===== src/rtl/pwg_pkg.sv =====
// rtl/pwg_pkg.sv - mode encodings shared by the pulse wave generator
package pwg_pkg;

    localparam int PWG_MODE_W = 2;

    localparam logic [PWG_MODE_W-1:0] PWG_MODE_OFF     = 2'd0;
    localparam logic [PWG_MODE_W-1:0] PWG_MODE_SQUARE  = 2'd1;
    localparam logic [PWG_MODE_W-1:0] PWG_MODE_PULSE   = 2'd2;
    localparam logic [PWG_MODE_W-1:0] PWG_MODE_ONESHOT = 2'd3;

    typedef enum logic [PWG_MODE_W-1:0] {
        OFF     = PWG_MODE_OFF,
        SQUARE  = PWG_MODE_SQUARE,
        PULSE   = PWG_MODE_PULSE,
        ONESHOT = PWG_MODE_ONESHOT
    } pwg_mode_t;

endpackage


===== src/rtl/pwg_phase_counter.sv =====
// rtl/pwg_phase_counter.sv - N-bit phase counter with wrap detect, restart and terminal hold
module pwg_phase_counter #(
    parameter int N = 8
) (
    input  logic         clk,
    input  logic         rst,
    input  logic         ena,
    input  logic         restart,
    input  logic         hold,
    input  logic [N-1:0] period,
    output logic [N-1:0] phase,
    output logic [N-1:0] phase_next,
    output logic         at_end
);

    logic [N-1:0] phase_q;
    logic [N-1:0] phase_d;

    always_comb begin
        phase_d = phase_q;
        if (ena) begin
            if (restart) begin
                phase_d = '0;
            end else if (hold) begin
                phase_d = phase_q;
            end else if (phase_q == period) begin
                phase_d = '0;
            end else begin
                phase_d = phase_q + N'(1);
            end
        end
    end

    always_ff @(posedge clk) begin
        if (rst) begin
            phase_q <= '0;
        end else begin
            phase_q <= phase_d;
        end
    end

    assign phase      = phase_q;
    assign phase_next = phase_d;
    assign at_end     = (phase_q == period);

endmodule


===== src/rtl/pulse_wave_generator.sv =====
// rtl/pulse_wave_generator.sv - shadowed pulse/square/oneshot waveform generator
// Optional cycle_start strobe enabled by defining PWG_CYCLE_STROBE_EN.
module pulse_wave_generator
    import pwg_pkg::*;
#(
    parameter int N = 8
) (
    input  logic         clk,
    input  logic         rst,
    input  logic         ena,
    input  logic [N-1:0] period,
    input  logic [N-1:0] duty,
    input  pwg_mode_t    mode,
    input  logic         restart,
    output logic         out,
    output logic [N-1:0] phase,
    output logic         done
`ifdef PWG_CYCLE_STROBE_EN
    ,
    output logic         cycle_start
`endif
);

    logic [N-1:0] period_q, period_d;
    logic [N-1:0] duty_q, duty_d;
    pwg_mode_t    mode_q, mode_d;
    logic         done_q, done_d;
    logic         out_q, out_d;
    logic         hold;
    logic         reload;
    logic         at_end;
    logic [N-1:0] phase_next;

    // Square high time is phase < (period>>1)+1, written as <= to avoid the +1 overflow.
    function automatic logic wave(input pwg_mode_t m, input logic [N-1:0] ph,
                                  input logic [N-1:0] du, input logic [N-1:0] pe);
        logic w;
        case (m)
            SQUARE:         w = (ph <= (pe >> 1));
            PULSE, ONESHOT: w = (ph < du);
            default:        w = 1'b0;
        endcase
        return w;
    endfunction

    pwg_phase_counter #(.N(N)) u_counter (
        .clk        (clk),
        .rst        (rst),
        .ena        (ena),
        .restart    (restart),
        .hold       (hold),
        .period     (period_q),
        .phase      (phase),
        .phase_next (phase_next),
        .at_end     (at_end)
    );

    always_comb begin
        hold     = done_q | ((mode_q == ONESHOT) & at_end);
        reload   = ena & (restart | (at_end & ~hold));
        period_d = reload ? period : period_q;
        duty_d   = reload ? duty : duty_q;
        mode_d   = reload ? mode : mode_q;
        done_d   = done_q;
        if (ena) begin
            if (restart) begin
                done_d = 1'b0;
            end else if (hold) begin
                done_d = 1'b1;
            end
        end
        // Registered from next-state values so out never lags phase.
        out_d = ~done_d & wave(mode_d, phase_next, duty_d, period_d);
    end

    always_ff @(posedge clk) begin
        if (rst) begin
            period_q <= '0;
            duty_q   <= '0;
            mode_q   <= OFF;
            done_q   <= 1'b0;
            out_q    <= 1'b0;
        end else begin
            period_q <= period_d;
            duty_q   <= duty_d;
            mode_q   <= mode_d;
            done_q   <= done_d;
            out_q    <= out_d;
        end
    end

    assign out  = out_q;
    assign done = done_q;

`ifdef PWG_CYCLE_STROBE_EN
    logic cycle_start_q, cycle_start_d;

    always_comb begin
        cycle_start_d = reload;
    end

    always_ff @(posedge clk) begin
        if (rst) begin
            cycle_start_q <= 1'b0;
        end else begin
            cycle_start_q <= cycle_start_d;
        end
    end

    assign cycle_start = cycle_start_q;
`endif

endmodule


===== config.mk =====
export PLATFORM = sky130hd
export DESIGN_NAME = pulse_wave_generator
export DESIGN_NICKNAME = d
export VERILOG_FILES = /design/src/rtl/pwg_pkg.sv /design/src/rtl/pwg_phase_counter.sv /design/src/rtl/pulse_wave_generator.sv
export SDC_FILE = /design/constraint.sdc
export NUM_CORES = 1
export LEC_CHECK = 0
export CAP_MARGIN = 15
export CORE_ASPECT_RATIO = 1.75
export CORE_MARGIN = 2
export CORE_UTILIZATION = 46
export CTS_CLUSTER_SIZE = 40
export DETAILED_ROUTE_END_ITERATION = 8
export PLACE_DENSITY = 0.76
export SLEW_MARGIN = 20
export SYNTH_ARGS = -nofsm -noshare
export SYNTH_HDL_FRONTEND = slang
export SYNTH_SLANG_ARGS = --single-unit

===== constraint.sdc =====
create_clock -name clk -period 2.8 [get_ports clk]
set_input_delay 0.42 -clock clk [delete_from_list [all_inputs] [get_ports clk]]
set_output_delay 0.42 -clock clk [all_outputs]
set_load 0.01 [all_outputs]

==> key figures <==
Outcome
  – Status: complete, but fails checks
  – Violated checks: negative setup slack

Hold path
  – Min-delay worst type: reg -> reg
  – Worst hold start: duty_q[0]
  – Hold Path End: duty_q[0]
  – Hold Crit Depth: 2

Worst setup path
  – Crit path max-delay family: compound AO/OA/AOI/OAI gates
  – Critical path class: reg -> reg
  – CP endpoint kind: flip-flop
  – Critical path buffer and inverter count: 1
  – RR Startpoint: u_counter.phase[4]
  – Startpoint types: flip-flop
  – Critical R2R Capture: out
  – Arrival @ worst endpoint: 3.21 ns
  – R2R depth: 14
  – Crit-path max cell delay: approximately 0.40 ns
  – CP cell instances: xnor2_4, nand4_4, o31a_1, buf_4, nand2_1, xor2_2, nor2_1, ha_1, o21a_1, o21ai_2, a21oi_1, o31ai_1, a41oi_1, a211oi_2
  – Worst path required time: roughly 3 ns
  – Crit path max fanout: 4
  – Reg2reg setup slack: -0.21 ns
  – CP max-delay cell: o31a_1

Synth
  – EDFF count, synth: 0
  – Ys flop type: dfxtp_1
  – Number of synthesized register bits: 28
  – Syn Nets: ~210
  – Yosys Warn Count: 0
  – Gate Count Post-Synth: 169
  – Yosys top cell by area: dfxtp_1
  – Synth top area share: roughly 36%
  – Synth top cells by count: nor2_1, dfxtp_1, mux2i_1
  – Fraction of the yosys area taken by sequential cells: between 30% and 40%
  – Netlist Area Pre-Place: approximately 1600 um^2
  – Most frequent cell after synthesis: nor2_1
  – Fraction of registers with async set/reset: 0%
  – Mean post-synth cell area: 9.27 um^2
  – Top cells by area, synth: dfxtp_1, ha_1, mux2i_1
  – Synth cell types: 38

Placed design
  – GPL Wtd Cong: approximately 0.85
  – Post-DP HPWL: ~3500 um
  – IO buf count: 31
  – Post-Place Cells: 278

Power and ir drop
  – Peak VDD IR: ~310 uV
  – Power Dens Cells: between 400 and 500 nW/um^2
  – Leakage Power: around 1 nW

Final layout
  – Final Util: ~74%
  – Final nets: about 280
  – Final cell count without fillers: 285
  – Fraction of layout cells with a size suffix above 1: roughly 33%
  – Ant. Diodes: 0
  – Area growth, synth to finish: 57.7%
  – Fill count: approximately 220

Timing
  – RSZ-0062 raised after global routing: yes
  – Period Utilization, post-route: 107%
  – Endpoints failing hold: 0
  – Final setup margin: -0.207 ns
  – Max Clk Rate: between 300 and 400 MHz
  – Final Setup Violations: 1
  – Setup Skew: ~0.0083 ns
  – Pins over their slew limit: 0
  – Minimum clock period: 3.01 ns
  – Worst Tran Pin Value: around 0.45 ns
  – Worst relative slew slack: a little under 70%

Drt
  – Post-Route WL: 4810 um
  – Wire per inst: around 17 um
  – WL met2: around 2700 um
  – Via Count: between 1.5k and 2k
  – Initial drt markers: 47
  – First-pass DRT Iterations: 4
  – Drt via density: 5.47
  – Final ANT Viol Nets: 0
  – WL met1: around 1700 um
  – Met3 WL: about 130 um
  – DRC: 0
  – Top sig layer: met4

Floorplanning
  – Initial Util: between 40% and 50%
  – Row count: 28
  – Die Height: roughly 81 um
  – Die ar.: 3910 um^2
  – Die width: about 48 um
  – Core area: about 3300 um^2
  – # IOs: 32

GRT
  – Congestion Overflow GR: 0
  – Initial antenna violation count: 0
  – Maximum number of pins on one net before global-route repair: 28
  – Gr usage total: between 20 and 30%
  – Vias in the first global route: around 1.7k
  – First-pass GRT wire length: approximately 7100 um

CTS
  – Clock transition at the registers of the reported paths: 0.10 ns
  – Cts hold-fix bufs: 0
  – H-tree depth: 1
  – CTS root buf: clkbuf_8
  – Clk sinks: 28
  – CTS buffer count: 3
  – CTS tree: done
  – Worst skew pair latency: ~0.28 ns
  – Clk buf depth: 2

Flow run
  – # Max-Cap Violations: 0
-- cell families (layout without fill, tap and decap cells) --
family,after synthesis,count (layout),synth area share (%)
flip-flops,28,28,35.8
AO/OA/AOI/OAI,20,20,10.2
AND/OR/NAND/NOR,67,67,20.8
XOR/XNOR,14,14,7.83
adder cells (fa/ha/maj),15,15,12.0
buffers and inverters,7,78,1.84
multiplexers,18,18,11.6
-- where the power goes --
group	switching, mW	internal (mW)	leakage (nW)
registers	0.0229	0.426	0.236
logic	0.198	0.234	0.740
clock network	0.124	0.102	0.0228
-- flip-flops by register name, summed over array words and instances, names as in the netlist --
signal / flops
done: 1
duty_q: 8
mode_q: 2
out: 1
period_q: 8
u_counter.phase: 8
-- worst max-delay path by stage --
| stage | cells past startpoint | to | from | slack (ns) |
|---|---|---|---|---|
| 6_report | 14 | out | u_counter.phase[4] | -0.21 |
| 3_5_place_dp | 13 | out | ena | -0.58 |
| 4_1_cts | 13 | out | period_q[1] | -0.17 |
| 3_3_place_gp | 13 | out | ena | -0.46 |
| 2_1_floorplan | 13 | out | u_counter.phase[3] | -0.04 |
| 5_1_grt | 13 | out | period_q[1] | -0.37 |
-- metrics by stage --
step                      hold slack (ns)  setup WS [ns]  TNS [ns]  total power [mW]  instance area, um^2
final                               0.499         -0.207    -0.207              1.11                 2470
after global placement              0.467         -0.455    -0.455             0.807                 2260
after global routing                0.542         -0.367    -0.367              1.17                 2470
after CTS                           0.516         -0.171    -0.171              1.08                 2390
after floorplan                     0.451        -0.0425   -0.0425             0.664                 1630
after detailed placement            0.492         -0.580    -0.580             0.825                 2260
-- metal layers --
layer | vias up | track usage [%]
li1 | 746 | -
met4 | 0 | 15.7
met2 | 49 | 47.1
met1 | 742 | 24.1
met5 | - | 0
met3 | 21 | 4.44
-- layout make-up --
| class | instances | area [um^2] | share of cell area [%] |
|---|---|---|---|
| clock buffers | 4 | 45.0 | 1.82 |
| inverters | 1 | 3.75 | 0.152 |
| multi-input cells | 134 | 1130 | 45.8 |
| flip-flops and latches | 28 | 591 | 23.9 |
| well taps | 45 | 56.3 | 2.28 |
| repair buffers | 73 | 643 | 26.0 |
-- cells in the final DEF, fill, tap and decap left out, drive strengths merged, types with 2 or more instances in the layout --
cell	count
a21oi	4
buf	42
clkbuf	4
clkdlybuf4s50	30
dfxtp	28
ha	15
mux2i	17
nand2	10
nand4	6
nor2	30
nor2b	4
nor3	7
nor3b	2
o21ai	3
o31a	2
o31ai	3
xnor2	11
xor2	3
-- repair_timing --
item,CTS,global route
pin swaps,9,13
resized for setup,16,13
buffers inserted,1,2
cloned,0,0
setup endpoints to repair,1,1
-- worst reg2reg max path, stage by stage, from the launching register on --
cell	delay, ns
dfxtp_4	0.38
xnor2_4	0.19
nand4_4	0.18
o31a_1	0.40
buf_4	0.18
nand2_1	0.11
xor2_2	0.18
nor2_1	0.09
ha_1	0.30
o21a_1	0.14
o21ai_2	0.16
a21oi_1	0.08
o31ai_1	0.24
a41oi_1	0.16
a211oi_2	0.17
Note: power is estimated with default switching activity, not from simulation.
